### src/rtl/uart_tx.sv
// Byte-wide UART transmitter: valid/ready push into a power-of-two FIFO,
// 8N/8E/8O framing, LSB first, 1 or 2 stop bits, frames back-to-back when queued.
module uart_tx #(
  parameter int unsigned CLOCK_RATE = 27_000_000,
  parameter int unsigned BAUD_RATE  = 115200,
  parameter int unsigned FIFO_DEPTH = 16,
  parameter int unsigned PARITY     = 0,
  parameter int unsigned STOP_BITS  = 1
) (
  input  logic                          i_CLK,
  input  logic                          i_RST_N,
  input  logic                          i_VALID,
  input  logic [7:0]                    i_DATA,
  output logic                          o_READY,
  output logic                          o_TX,
  output logic                          o_BUSY,
  output logic [$clog2(FIFO_DEPTH):0]   o_COUNT
);

  localparam int unsigned DIV = CLOCK_RATE / BAUD_RATE;
  localparam int unsigned AW  = $clog2(FIFO_DEPTH);
  localparam int unsigned CW  = AW + 1;
  localparam int unsigned BW  = ($clog2(DIV) < 1) ? 1 : $clog2(DIV);

  if (DIV < 2) begin : g_div_chk
    $error("uart_tx: CLOCK_RATE/BAUD_RATE must be at least 2");
  end
  if ((FIFO_DEPTH < 2) || ((FIFO_DEPTH & (FIFO_DEPTH - 1)) != 0)) begin : g_depth_chk
    $error("uart_tx: FIFO_DEPTH must be a power of two >= 2");
  end
  if (PARITY > 2) begin : g_par_chk
    $error("uart_tx: PARITY must be 0, 1 or 2");
  end
  if ((STOP_BITS < 1) || (STOP_BITS > 2)) begin : g_stop_chk
    $error("uart_tx: STOP_BITS must be 1 or 2");
  end

  typedef enum logic [2:0] {S_IDLE, S_START, S_DATA, S_PAR, S_STOP} state_t;

  state_t          r_state;
  state_t          w_state_next;
  logic [7:0]      r_mem [FIFO_DEPTH];
  logic [AW-1:0]   r_wr_ptr;
  logic [AW-1:0]   r_rd_ptr;
  logic [CW-1:0]   r_count;
  logic [7:0]      r_data;
  logic [BW-1:0]   r_baud;
  logic [2:0]      r_bit;
  logic            r_stop;
  logic            r_tx;
  logic            r_busy;

  logic            w_push;
  logic            w_pop;
  logic            w_not_empty;
  logic            w_baud_done;
  logic            w_last_stop;
  logic            w_par_bit;
  logic [BW-1:0]   w_baud_next;
  logic [2:0]      w_bit_next;
  logic            w_stop_next;
  logic            w_tx_next;
  logic            w_busy_next;

  assign o_READY     = (r_count != CW'(FIFO_DEPTH));
  assign o_TX        = r_tx;
  assign o_BUSY      = r_busy;
  assign o_COUNT     = r_count;
  assign w_push      = i_VALID && o_READY;
  assign w_not_empty = (r_count != '0);
  assign w_baud_done = (r_baud == BW'(DIV - 1));
  assign w_last_stop = (STOP_BITS == 1) || r_stop;
  assign w_par_bit   = (PARITY == 1) ? ~^r_data : ^r_data;

  always_ff @(posedge i_CLK or negedge i_RST_N) begin
    if (!i_RST_N) r_state <= S_IDLE;
    else          r_state <= w_state_next;
  end

  // A pop happens only when a frame is about to start (from idle or straight out of the last stop cycle)
  always_comb begin
    w_state_next = r_state;
    w_pop        = 1'b0;
    case (r_state)
      S_IDLE: begin
        if (w_not_empty) begin
          w_state_next = S_START;
          w_pop        = 1'b1;
        end
      end
      S_START: if (w_baud_done) w_state_next = S_DATA;
      S_DATA: begin
        if (w_baud_done && (r_bit == 3'd7)) w_state_next = (PARITY != 0) ? S_PAR : S_STOP;
      end
      S_PAR:   if (w_baud_done) w_state_next = S_STOP;
      S_STOP: begin
        if (w_baud_done && w_last_stop) begin
          if (w_not_empty) begin
            w_state_next = S_START;
            w_pop        = 1'b1;
          end else begin
            w_state_next = S_IDLE;
          end
        end
      end
      default: w_state_next = S_IDLE;
    endcase
  end

  // Line level is chosen from the state being entered so o_TX changes on the bit boundary edge
  always_comb begin
    w_baud_next = (r_state == S_IDLE || w_baud_done) ? '0 : r_baud + BW'(1);
    w_bit_next  = r_bit;
    w_stop_next = 1'b0;
    w_tx_next   = 1'b1;
    if (r_state == S_DATA && w_baud_done) w_bit_next = r_bit + 3'd1;
    if (r_state == S_STOP) w_stop_next = w_baud_done ? ~r_stop : r_stop;
    case (w_state_next)
      S_START: w_tx_next = 1'b0;
      S_DATA:  w_tx_next = r_data[w_bit_next];
      S_PAR:   w_tx_next = w_par_bit;
      default: w_tx_next = 1'b1;
    endcase
    w_busy_next = (w_state_next != S_IDLE);
  end

  always_ff @(posedge i_CLK or negedge i_RST_N) begin
    if (!i_RST_N) begin
      r_tx     <= 1'b1;
      r_busy   <= 1'b0;
      r_baud   <= '0;
      r_bit    <= '0;
      r_stop   <= 1'b0;
      r_data   <= '0;
      r_wr_ptr <= '0;
      r_rd_ptr <= '0;
      r_count  <= '0;
    end else begin
      r_tx   <= w_tx_next;
      r_busy <= w_busy_next;
      r_baud <= w_baud_next;
      r_bit  <= w_bit_next;
      r_stop <= w_stop_next;
      if (w_pop) begin
        r_data   <= r_mem[r_rd_ptr];
        r_rd_ptr <= r_rd_ptr + AW'(1);
      end
      if (w_push) r_wr_ptr <= r_wr_ptr + AW'(1);
      case ({w_push, w_pop})
        2'b10:   r_count <= r_count + CW'(1);
        2'b01:   r_count <= r_count - CW'(1);
        default: r_count <= r_count;
      endcase
    end
  end

  always_ff @(posedge i_CLK) begin
    if (w_push) r_mem[r_wr_ptr] <= i_DATA;
  end

endmodule
### config.mk
export PLATFORM = sky130hd
export DESIGN_NAME = uart_tx
export DESIGN_NICKNAME = d
export VERILOG_FILES = /design/src/rtl/uart_tx.sv
export SDC_FILE = /design/constraint.sdc
export NUM_CORES = 1
export LEC_CHECK = 0
export BUFFER_PORTS_ARGS = -buffer_cell sky130_fd_sc_hd__buf_2
export CAP_MARGIN = 0
export CELL_PAD_IN_SITES_DETAIL_PLACEMENT = 1
export CELL_PAD_IN_SITES_GLOBAL_PLACEMENT = 1
export CORE_ASPECT_RATIO = 1.1
export CORE_MARGIN = 2
export CORE_UTILIZATION = 50
export CTS_CLUSTER_DIAMETER = 200
export DETAILED_ROUTE_END_ITERATION = 10
export PLACE_DENSITY_LB_ADDON = 0.1
export SYNTH_ARGS = -nofsm -noshare
export SYNTH_HDL_FRONTEND = slang
export SYNTH_SLANG_ARGS = --single-unit
### constraint.sdc
create_clock -name i_CLK -period 5.6 [get_ports i_CLK]
set_clock_uncertainty 0.15 [all_clocks]
set_input_delay 0.28 -clock i_CLK [delete_from_list [all_inputs] [get_ports i_CLK]]
set_output_delay 0.28 -clock i_CLK [all_outputs]
set_load 0.02 [all_outputs]
Yosys cells after proc, flatten, opt, wreduce, memory -nomap -nowiden
Memories as Yosys holds them, arrays and structs flattened. A register that Yosys moved wholly into a read port is not among the register bits.
Index checks and enable logic that the tools add are counted.
{ "word_totals": {"reg_bits": 29, "mem_bits_rw": 128, "input_bits": 11, "output_inout_bits": 8, "elab_cells": 56, "mem_count": 1} }
{ "classes": {"add_sub_neg": 6, "muxes": 18, "n_eq_ne": 12, "reduce_logical": 10, "magnitude_cmp": 1} }
{ "mem_list": {"columns": ["memory", "words", "width", "read_ports", "rd_ports_with_merged_regs", "wr", "line", "text"], "rows": [
  ["r_mem", 16, 8, 1, 1, 1, "42", "logic [7:0] r_mem [FIFO_DEPTH];"]
]} }
{ "op_table": {"columns": ["operator", "count"], "rows": [
  ["$mux W3", 6],
  ["$pmux W3 S5", 1],
  ["$eq A3 B2 Y1 const B", 4],
  ["$pmux W5 S2", 1],
  ["$add A4 B1 Y4 const B", 2],
  ["$add A8 B1 Y8 const B", 1],
  ["$eq A8 B8 Y1 const B", 1],
  ["$mux W8", 1],
  ["$reduce_xor A8 Y1", 1],
  ["$eq A3 B1 Y1 const B", 2],
  ["$eq A3 B3 Y1 const B", 2],
  ["$mux W1", 6],
  ["$add A5 B1 Y5 const B", 1],
  ["$ne A5 B5 Y1 const B", 1],
  ["$reduce_bool A5 Y1", 1],
  ["$sub A5 B1 Y5 const B", 1],
  ["$lt A3 B4 Y1 const B", 1],
  ["$add A3 B1 Y3 const B", 1],
  ["$bmux W1 S3", 1],
  ["$logic_and A1 B1 Y1", 3],
  ["$logic_not A3 Y1", 1],
  ["$pmux W1 S3", 1],
  ["$reduce_bool A3 Y1", 1],
  ["$eq A2 B1 Y1 const B", 1],
  ["other kinds (5)", 5]
]} }

Longest topological paths before layout
Gate-level depths: netlist (run 1).
{ "logic_depth": {"word_depth": 6, "ltp_mapped": 15, "mapped_depth_nobuf": 13} }

Least setup slack after synthesis (run 1)
Ideal clock, no wire load.
{ "synth_timing": {"path_type": "register to register", "startpoint": "register r_count[1] (netlist: o_COUNT[1])", "endpoint": "register r_count[4] (netlist: o_COUNT[4])", "path_buffers": 1, "setup_ns": 0.080, "stages_incl_launch_ff": 14, "path_slack_ns": 2.472, "required_ns": 5.370, "synth_period_minus_slack_ns": 3.128, "arrival_time_ns": 2.898, "path_cell_list": "dfrtp_1 nor4_1 nand2_1 and2_1 clkbuf_1 inv_1 ha_1 inv_1 fa_1 nor2b_1 o21ai_0 and3_1 nor3_1 xnor2_1"} }
{ "synth_between": {"word_cells_on_any_way": 12, "classes_between": "add/sub: 2; eq/ne: 3; mux: 4; reduce/logical: 3"} }
{ "synth_rtl": {"columns": ["item", "line", "text"], "rows": [
  ["start, declared", "45", "logic [CW-1:0] r_count;"],
  ["start signal, assigned", "150", "2'b10: r_count <= r_count + CW'(1);"],
  ["start signal, assigned", "151", "2'b01: r_count <= r_count - CW'(1);"],
  ["start signal, assigned", "152", "default: r_count <= r_count;"],
  ["$ne A5 B5 Y1 *", "65", "assign o_READY = (r_count != CW'(FIFO_DEPTH));"],
  ["net o_READY", "14", "output logic o_READY,"],
  ["$logic_and A1 B1 Y1 *", "69", "assign w_push = i_VALID && o_READY;"],
  ["$eq A2 B1 Y1 or $eq A2 B2 Y1 (tied branches)", "149", "case ({w_push, w_pop})"],
  ["$pmux W5 S2 or $reduce_bool A2 Y1 (tied branches)", null, null]
]} }
The timed path passes the listed nets; every way through them passes the cells marked *.
A chain may end at the register's enable or synchronous reset.

Final worst setup path (run 1)
{ "layout_timing": {"startpoint": "register r_baud[1]", "endpoint": "register r_count[4] (netlist: o_COUNT[4])"} }
{ "layout_between": {"elab_chain_cells": 5, "word_cells_on_any_way": 7, "classes_between": "eq/ne: 3; mux: 3; reduce/logical: 1"} }
{ "layout_lines": {"columns": ["item", "line", "text"], "rows": [
  ["start, declared", "47", "logic [BW-1:0] r_baud;"],
  ["start signal, assigned", "141", "r_baud <= w_baud_next;"],
  ["$eq A8 B8 Y1 *", "71", "assign w_baud_done = (r_baud == BW'(DIV - 1));"],
  ["$mux W1 *", "97", "if (w_baud_done && w_last_stop) begin"],
  ["$pmux W1 S2 *", "84", "case (r_state)"],
  ["$eq A2 B1 Y1 or $eq A2 B2 Y1 (tied branches)", "149", null],
  ["$pmux W5 S2 or $reduce_bool A2 Y1 (tied branches)", null, null]
]} }
Mark *: on every way between the ends. The rest lies on a longest branch, timed or not.

==> results.md, run 1 <==
- Status: finished, final reports clean
- Most common cell after layout, fill and taps aside: edfxtp_1
- Hold Path End: r_mem[11][7]$_DFFE_PP_
- R2R setup slack: between 2 and 2.5 ns
- Tot Pwr: ~3000 uW
- Layout fillers: approximately 1200
- CP bufs+invs: 2
- Main combinational cell family by area after synthesis: multiplexers
- Layout cells sized above 1: 20.29%
- HP Class: in2reg
- Syn avg cell area: 18.78 um2
- Hold WS: 0.08722 ns
- Hpwl dp: 8.519 mm
- Initial antenna violation count: 0
- Dpl cell area: 7293 um2
- Top cells by area, synth: edfxtp_1 55%, dfrtp_1 13%, mux4_1 11%
- Routed WL: 12.66 mm
- Nets: between 400 and 500
- Critical path's top delay family: simple AND/OR/NAND/NOR gates
- N_diodes: 0
- First-pass GRT wire length: 20.36 mm
- Mapped Area: between 7000 and 8000 um2
- RSZ-0062 raised after global routing: false
- Clk sinks: between 150 and 200
- Yosys top cell area share: 54.57%
- Total GRT Usage: 18.91%
- Worst setup EP type: flop
- Max IR drop VDD: 0.0002616 V
- Synthesized net count: 400
- DRT iter0 DRCs: 119
- Die area: 15050 um2
- Transition time at the pin with the least slew margin: about 1.1 ns
- Main synth FF type: edfxtp_1
- Max incr delay on CP: between 0.6 and 0.7 ns
- CTS tree: yes
- Hold_sp: i_DATA[7]
- Root buffer cell: clkbuf_16
- FF+latch count, synth: around 170
- Fin worst setup slack: 2.072 ns
- Ys async rst share: 22.42%
- Max-Cap Viols: 0
- Largest net degree at the start of global routing: 38
- Post-route DRC: 0
- Post-synthesis adder-cell area fraction: 2.594%
- Register area share after synthesis: 67.74%
- Synth area leader: edfxtp_1
- Number of library cell types mapped by synthesis: 43
- TritonCTS Buffers: 17
- Post_cts resized: 0
- Remaining Overflow, GRT: 0
- H-tree depth: 4
- Mapped Cells: 375
- Clock Tree Buf Depth: 2
- Fmax achieved: between 200 and 300 MHz
- Worst reg2reg path depth: 13
- Final setup viols: 0
- Post-route design area: 7905 um2
- Post-layout min period: 3.528 ns
- Core area: roughly 14000 um2
- Starting Density: 51.06%
- Worst EP arrival: about 3.7 ns
- Area growth from synthesis to layout: 12.24%
- Reg-to-reg endpoint: o_COUNT[4]$_DFFE_PN0P_
- ANT nets after route: 0
- Routability cong.: 0.7318
- Port bufs: 18
- Fin crit share: approximately 63%
- CP Data Required Time: 5.80 ns
- Post-synth EDFFs: 128
- Std cell rows: 45
- DRT Pass-1 Iters: 4
- Critical path depth: 13
- CP Class: reg2reg
- Die height: 128.5 um
- Hold Path Stages: 1
- Synth warn: 0
- Slew headroom: 28.19%
- Via density: 5.585
- Mux contribution to synthesized area: 18.30%
- DP Worst Slack: 2.057 ns
- Synth Area in XOR/XNOR: roughly 3.0%
- Endpoints failing hold: 0
- Crit path launch type: flop
- Synth Area in Simple Gates: 4.672%
- Pwr dens: 380.9 nW/um2
- Lkg Pwr: about 0.0028 uW
- Most frequent cells in the layout: 128 x edfxtp_1, 34 x dfrtp_1, 30 x mux4_1
- Worst-path maximum fanout: 13
- CTS clk-pin slew, worst paths: 0.07 ns
- Total number of vias: 3362
- Final Max Slew Viols: 0
- Reg2reg start: r_baud[1]$_DFF_PN0_
- Vias in the first global route: 3693
- Worst-skew pair later-pin latency: roughly 0.42 ns
- # IOs: 19
- CP max stage cell: and3_1
- Post-synthesis compound-gate area fraction: about 1.4%
- Setup TNS: 0 ns
- Routed wire per std cell: 21.03 um
- Die width: around 120 um
- Crit-path cells: inv_1 -> ha_1 -> nand3b_1 -> o21ai_0 -> and3_1 -> ha_1 -> inv_1 -> fa_1 -> nor2b_1 -> o21ai_0 -> and3_1 -> nor3_1 -> xnor2_1
-- where the power goes --
part	total (uW)	internal (uW)	switching, uW
clock	1180	706	475
sequential	1510	1450	63.1
combinational	318	115	203
total	3010	2270	742
-- flip-flops by register name, summed over array words and instances (netlist names) --
| signal | count |
|---|---|
| r_state | 3 |
| o_TX | 1 |
| r_mem | 128 |
| o_BUSY | 1 |
| o_COUNT | 5 |
| r_wr_ptr | 4 |
| r_rd_ptr | 4 |
| r_bit | 3 |
| r_data | 8 |
| r_baud | 8 |
-- metal layers --
layer  up-vias  share of wire [%]  global-route usage (%)  wire length [um]
li1       1538                  -                       -                 -
met1      1758                 43                   23.48              5390
met2        53                 53                   32.76              6765
met3        13                2.8                   3.957               350
met4         0                1.2                   6.851               151
met5         -                  0                       0                 0
-- per-stage QoR --
stage | instances | utilization, %
floorplan | 375 | -
global placement | 569 | 52.87
detailed placement | 569 | 52.87
CTS | 602 | 57.31
global route | 602 | 57.31
finish | 602 | 57.31
-- Yosys cell counts, types with 7 or more instances --
master    number
mux4_1        30
edfxtp_1     128
xor2_1         8
mux2_4         8
mux4_2        14
nor2_1        23
dfrtp_1       36
ha_1          13
nand2_1       14
xnor2_1       16
clkbuf_1       7
inv_1         14
-- cell type report --
type | count | area, um2 | share of cell area (%)
clock buffers | 18 | 429.2 | 5.429
clock inverters | 14 | 172.7 | 2.184
inverters | 14 | 52.55 | 0.6648
multi-input cells | 180 | 2112 | 26.72
flip-flops and latches | 165 | 4773 | 60.38
well taps | 188 | 235.2 | 2.976
repair buffers | 23 | 130.1 | 1.646
-- repair_timing --
action / 4_1_cts / 5_1_grt
setup buffers: 0 / 0
hold buffers: 1 / 0
endpoints found under the hold margin: 36 / 0
-- cells by family (layout without fill, tap and decap cells) --
kind of cell / after synthesis / in the layout
AOI/OAI and AO/OA: 16 / 16
xor gates and xnor gates: 24 / 24
adders and majority gates: 14 / 14
buffers and inverters: 30 / 69
DFF: 165 / 165
muxes: 58 / 58
and+or+nand+nor: 68 / 68
-- worst max-delay path by stage --
stage,endpoint,start
floorplan,o_COUNT[4]$_DFFE_PN0P_,o_COUNT[1]$_DFFE_PN0P_
global route,o_COUNT[4]$_DFFE_PN0P_,r_baud[1]$_DFF_PN0_
CTS,o_COUNT[4]$_DFFE_PN0P_,r_baud[1]$_DFF_PN0_
global placement,o_COUNT[4]$_DFFE_PN0P_,r_baud[1]$_DFF_PN0_
finish,o_COUNT[4]$_DFFE_PN0P_,r_baud[1]$_DFF_PN0_
detailed placement,o_COUNT[4]$_DFFE_PN0P_,r_baud[1]$_DFF_PN0_
Note: power is estimated with default switching activity, not from simulation.
==> inputs of run 2 (changes only) <==
--- a/config.mk
+++ b/config.mk
@@ -5,13 +5,14 @@
 export SDC_FILE = /design/constraint.sdc
 export NUM_CORES = 1
 export LEC_CHECK = 0
+export ABC_AREA = 1
 export BUFFER_PORTS_ARGS = -buffer_cell sky130_fd_sc_hd__buf_2
 export CAP_MARGIN = 0
 export CELL_PAD_IN_SITES_DETAIL_PLACEMENT = 1
 export CELL_PAD_IN_SITES_GLOBAL_PLACEMENT = 1
 export CORE_ASPECT_RATIO = 1.1
 export CORE_MARGIN = 2
-export CORE_UTILIZATION = 50
+export CORE_UTILIZATION = 46
 export CTS_CLUSTER_DIAMETER = 200
 export DETAILED_ROUTE_END_ITERATION = 10
 export PLACE_DENSITY_LB_ADDON = 0.1
==> constraint.sdc (replaced) <==
create_clock -name i_CLK -period 2.8 [get_ports i_CLK]
set_clock_uncertainty 0.15 [all_clocks]
set_input_delay 0.14 -clock i_CLK [delete_from_list [all_inputs] [get_ports i_CLK]]
set_output_delay 0.14 -clock i_CLK [all_outputs]
set_load 0.02 [all_outputs]
==> run 2 against run 1 <==
Setup slack worse by 1.9 ns. Critical path type unchanged. First-iteration DRC count is 110% higher. Non-clock buffer count is 28 higher. Core utilization is 2.9 points lower. Cell count is 40% higher. Fmax is 36% higher. Clock-buffer cell count is 1 lower. Critical path depth is 3 higher. Largest cell class unchanged. Power is 100% higher.
==> results.md, run 2 <==
- Vias in the first global route: 4954
- Lkg Pwr: 0.002983 uW
- Fmax achieved: 384.1 MHz
- Most frequent cells in the layout: 128 x edfxtp_1, 108 x nor2_1, 70 x o21ai_0
- CTS clk-pin slew, worst paths: 0.07 ns
- Met1 usage: roughly 30%
- Clock Tree Buf Depth: 2
- N_diodes: 0
- Setup TNS: 0 ns
- H-tree depth: 4
- CP Data Required Time: 3.00 ns
- Top cells by count, synth: 128 x edfxtp_1, 109 x nor2_1, 70 x o21ai_0, 48 x nand2_1, 36 x dfrtp_1
- Routability cong.: 0.7981
- Post-synthesis adder-cell area fraction: 2.593%
- Die height: 133.8 um
- Routed wire per std cell: 20.54 um
- Met3 Usage GRT: 4.167%
- CP Class: reg2reg
- Synth warn: 0
- Hold Path Stages: 1
- Routed WL: 17.36 mm
- Final setup viols: 0
- Register area share after synthesis: about two thirds
- # IOs: 19
- Top Registers: r_mem x128, r_baud x8, r_data x8
- GR peak layer: met2
- Worst-path maximum fanout: 6
- Synth area leader: edfxtp_1
- Port bufs: 18
- Worst-skew pair later-pin latency: 0.42 ns
- Transition time at the pin with the least slew margin: between 0.8 and 0.9 ns
- Worst EP arrival: 2.80 ns
- Nets: 661
- Top cells by area, synth: edfxtp_1 55%, dfrtp_1 13%, nor2_1 5.8%
- Synth Area in Simple Gates: 12.22%
- Area growth from synthesis to layout: 15.77%
- Fin crit share: 92.99%
- Reg with most FFs: r_mem
- Post-synthesis compound-gate area fraction: 11.72%
- TritonCTS Buffers: 17
- Total GRT Usage: 22.92%
- Final Max Slew Viols: 0
- Die area: 16320 um2
- Largest net degree at the start of global routing: 52
- Starting Density: 46.98%
- Initial antenna violation count: 0
- Top-count cell post-synth: edfxtp_1
- Most common cell after layout, fill and taps aside: edfxtp_1
- Max reg flops: between 100 and 150
- First-pass GRT wire length: 27.58 mm
- Endpoints failing hold: 0
- Post-route DRC: 0
- Yosys top cell area share: 54.56%
- Status: finished, final reports clean
- Met2 usage: 37.74%
- FF+latch count, synth: 165
- Core area: 15000 um2
- Crit path launch type: flop
- Layout cells sized above 1: about 15%
- Max-Cap Viols: 0
- Main synth FF type: edfxtp_1
- Post-layout min period: 2.604 ns
- Remaining Overflow, GRT: 0
- Mapped Cells: 593
- Max IR drop VDD: about 0.00042 V
- Finished Core Util: 54.38%
- Clk sinks: roughly 170
- Std cell rows: between 40 and 50
- Mux contribution to synthesized area: 0%
- Die width: 122.0 um
- ANT nets after route: 0
- Via density: 5.612
- Mapped Area: 7044 um2
- HP Class: in2reg
- Worst reg2reg path depth: 16
- Main combinational cell family by area after synthesis: simple AND/OR/NAND/NOR gates
- Syn avg cell area: 11.88 um2
- Layout fillers: between 1500 and 2000
- Synth Area in XOR/XNOR: 1.989%
- Number of library cell types mapped by synthesis: 40
- Worst setup EP type: flop
- Post-synth EDFFs: 128
- Synthesized net count: 618
- Ys async rst share: 22.42%
- DRT Pass-1 Iters: 5
- Hpwl dp: ~11 mm
- CTS tree: yes
- Total number of vias: 4742
- DRT iter0 DRCs: around 250
- Pwr dens: 739.1 nW/um2
- Root buffer cell: clkbuf_16
- Slew headroom: 40.58%
[run 2: cell count changes after synthesis, moves of 11 or more]
cell	delta
nand3_1	+17
nand2_1	+34
mux4_1	-30
o22ai_1	+11
o21ai_0	+64
mux4_2	-14
o221ai_1	+18
nor2_1	+86
inv_1	+15
buf_2	+11
o211ai_1	+14
[run 2: worst paths after layout]
path                                     startpoint                       to  slack (ns)
worst min register to register  r_baud[0]$_DFF_PN0_      r_baud[0]$_DFF_PN0_        0.36
worst max-delay path            r_baud[1]$_DFF_PN0_   o_COUNT[4]$_DFFE_PN0P_        0.20
worst max register to register  r_baud[1]$_DFF_PN0_   o_COUNT[4]$_DFFE_PN0P_        0.20
min in group asynchronous                   i_RST_N   o_COUNT[4]$_DFFE_PN0P_        0.21
worst min-delay path                      i_DATA[0]    r_mem[1][0]$_DFFE_PP_        0.02
max in group asynchronous                   i_RST_N  r_rd_ptr[0]$_DFFE_PN0P_        1.66
[run 2: where the power goes]
| group | switching (uW) | internal, uW |
|---|---|---|
| combinational | 471 | 215 |
| clock | 1000 | 1340 |
| sequential | 110 | 2900 |
[run 2: critical path, cell delays in order (launching register included)]
cell      delay (ns)
dfrtp_1         0.39
inv_1           0.07
ha_2            0.18
nand3_2         0.12
nor2_8          0.14
inv_2           0.07
nand2_1         0.06
nand2_1         0.10
inv_2           0.10
ha_4            0.15
ha_1            0.26
nand2_1         0.10
nor2_2          0.04
a211oi_1        0.22
nor2_1          0.07
nor2_1          0.15
xor2_1          0.17
[run 2: metal layers]
metal	vias to the layer above	share of wire, %
met5	-	0
met4	0	2.1
met3	22	3.5
met2	109	51
met1	2399	43
li1	2212	-
[run 2: logic make-up after synthesis]
kind of cell,Yosys count
simple gates,198
flops,165
compound gates,135
buf+inv,65
xor+xnor,16
fa+ha+maj,14
[run 2: per-stage QoR]
step                setup WS [ns]  total power, uW  hold WS [ns]  cell area [um2]  instances
floorplan                  0.1322             3417       -0.3056             7044        593
CTS                      0.005693             6075      0.003234             8128        844
detailed placement        0.02046             3726        0.1645             7452        804
finish                     0.1962             6028       0.01548             8155        845
global placement           0.1826             3680        0.1619             7452        804
global route             -0.05041             6262       0.01117             8155        845
[run 2: final cells by class]
type	instances	area, um2	area share (%)
Tap cell	196	245.2	3.007
Inverter	38	142.6	1.749
Multi-Input combinational cell	363	2029	24.88
Timing Repair Buffer	51	370.4	4.541
Clock buffer	17	425.4	5.216
Clock inverter	15	170.2	2.087
Sequential cell	165	4772	58.51
[run 2: what timing repair did]
item | CTS | global route
setup endpoints to repair | 0 | 2
buffers inserted | 0 | 1
endpoints found under the hold margin | 133 | 0
resized for setup | 0 | 5
hold buffers | 8 | 0
==> inputs of run 3 (changes only) <==
--- a/config.mk
+++ b/config.mk
@@ -16,6 +16,7 @@
 export CTS_CLUSTER_DIAMETER = 200
 export DETAILED_ROUTE_END_ITERATION = 10
 export PLACE_DENSITY_LB_ADDON = 0.1
+export RECOVER_POWER = 50
 export SYNTH_ARGS = -nofsm -noshare
 export SYNTH_HDL_FRONTEND = slang
 export SYNTH_SLANG_ARGS = --single-unit
==> run 3 against run 2 <==
Critical path depth unchanged. Cell area fell by 0.17%. Global-route usage did not move. Core utilization down 0.092 points. Fmax is essentially flat. Setup slack barely moved. Cell count stayed put. Die area is the same. Register-to-register slack about the same. Critical endpoint unchanged. Largest cell class unchanged. Largest power group unchanged.
==> results.md, run 3 (synthesis gave the netlist of run 2 again) <==
- Top Registers: r_mem x128, r_baud x8, r_data x8
- Worst-path maximum fanout: 6
- TritonCTS Buffers: 17
- Crit-path most repeated cell: nand2_1
- Max incr delay on CP: 0.39 ns
- Slew headroom: 36.57%
- Worst setup path startpoint: r_baud[1]$_DFF_PN0_
- Dpl cell area: 7452 um2
- Die area: 16320 um2
- Fin worst setup slack: 0.1960 ns
- Hold WS: 0.2135 ns
- Clk sinks: 165
- CP Data Required Time: 3.00 ns
- HP Class: in2async
- DP Worst Slack: about 0.020 ns
- Crit path launch type: flop
- Max IR drop VDD: 0.0004194 V
- Setup TNS: 0 ns
- Total number of vias: 4742
- Die height: 133.8 um
- Remaining Overflow, GRT: 0
- Transition time at the pin with the least slew margin: 0.9515 ns
- Reg with most FFs: r_mem
- DRT iter0 DRCs: ~240
- Clock Tree Buf Depth: 2
- Routability cong.: 0.7981
- DRT Pass-1 Iters: 5
- Post-layout min period: 2.604 ns
- Post-route DRC: 0
- CP Class: reg2reg
- Max-Cap Viols: 0
- CTS tree: yes
- CP max stage cell: dfrtp_1
- Total GRT Usage: about 23%
- Post-route design area: around 8000 um2
- Most common cell after layout, fill and taps aside: edfxtp_1
- Tot Pwr: 6024 uW
- CTS clk-pin slew, worst paths: 0.07 ns
- Final setup viols: 0
- First-pass GRT wire length: 27.58 mm
- Worst setup EP type: flop
- Std cell rows: 47
- # IOs: 19
- Layout cells sized above 1: 13.71%
- Fin crit share: 93.00%
- Routed WL: ~17 mm
- Nets: roughly 660
- Max reg flops: approximately 130
- Routed wire per std cell: 20.54 um
- Initial antenna violation count: 0
- Reg2reg start: r_baud[1]$_DFF_PN0_
- Crit-path cells: inv_1 -> ha_2 -> nand3_2 -> nor2_8 -> inv_2 -> nand2_1 -> nand2_1 -> inv_2 -> ha_4 -> ha_1 -> nand2_1 -> nor2_2 -> a211oi_1 -> nor2_1 -> nor2_1 -> xor2_1
- Root buffer cell: clkbuf_16
- Pwr dens: around 740 nW/um2
- N_diodes: 0
- Status: finished, final reports clean
- Endpoints failing hold: 0
- Final Max Slew Viols: 0
- H-tree depth: 4
- Vias in the first global route: between 4000 and 5000
- Largest net degree at the start of global routing: 52
- Hpwl dp: 11.28 mm
- ANT nets after route: 0
- Area growth from synthesis to layout: 15.58%
- Die width: ~120 um
- Lkg Pwr: 0.002955 uW
- Worst-skew pair later-pin latency: 0.42 ns
- Layout fillers: 1549
- Worst EP arrival: around 2.8 ns
- Starting Density: 46.98%
- Fmax achieved: 384.0 MHz
- Port bufs: 18
- Via density: 5.612
- Core area: 15000 um2
- Most frequent cells in the layout: 128 x edfxtp_1, 108 x nor2_1, 70 x o21ai_0
==> run 3: per-stage QoR <==
stage / utilization, % / cells
finish: 54.29 / 845
global route: 54.29 / 845
CTS: 54.20 / 844
detailed placement: 49.70 / 804
global placement: 49.70 / 804
floorplan: - / 593
==> run 3: cell type report <==
class	instances	area, um2	share of cell area (%)
inverters	38	142.6	1.752
flip-flops and latches	165	4772	58.61
clock inverters	15	170.2	2.090
multi-input cells	363	2029	24.93
repair buffers	51	356.6	4.380
well taps	196	245.2	3.012
clock buffers	17	425.4	5.225
==> run 3: critical path, delay by kind of cell, from the launching register on <==
kind	cells	cell delay [ns]
buf+inv	3	0.24
simple gates	8	0.78
compound gates	1	0.22
xor+xnor	1	0.17
fa+ha+maj	3	0.59
flops	1	0.39
==> run 3: what timing repair did <==
action                                  CTS  global route
endpoints found under the setup margin    0             2
buffers inserted                          0             1
hold buffers                              8             0
endpoints found under the hold margin   133             0
resized for setup                         0             5
==> run 3: power by group <==
part	leakage, uW	internal, uW	switching, uW
sequential	0.00161	2900	110
combinational	0.00106	209	472
clock	0.000287	1340	1000
==> run 3: final timing paths <==
kind | end | slack [ns] | cells past startpoint
setup / recovery | o_COUNT[4]$_DFFE_PN0P_ | 0.20 | 16
hold / removal | o_COUNT[4]$_DFFE_PN0P_ | 0.21 | 2
setup reg to reg | o_COUNT[4]$_DFFE_PN0P_ | 0.20 | 16
hold reg to reg | r_baud[0]$_DFF_PN0_ | 0.36 | 1
max in group asynchronous | r_rd_ptr[0]$_DFFE_PN0P_ | 1.66 | 2
min in group i_CLK | r_mem[2][0]$_DFFE_PP_ | 0.25 | 1
==> run 3: per-layer routing <==
layer	GRT usage [%]	up-vias	wire length [um]
li1	-	2213	-
met1	30.52	2424	7712
met2	37.74	83	8820
met3	4.167	22	463
met4	8.301	0	356
met5	0	-	0
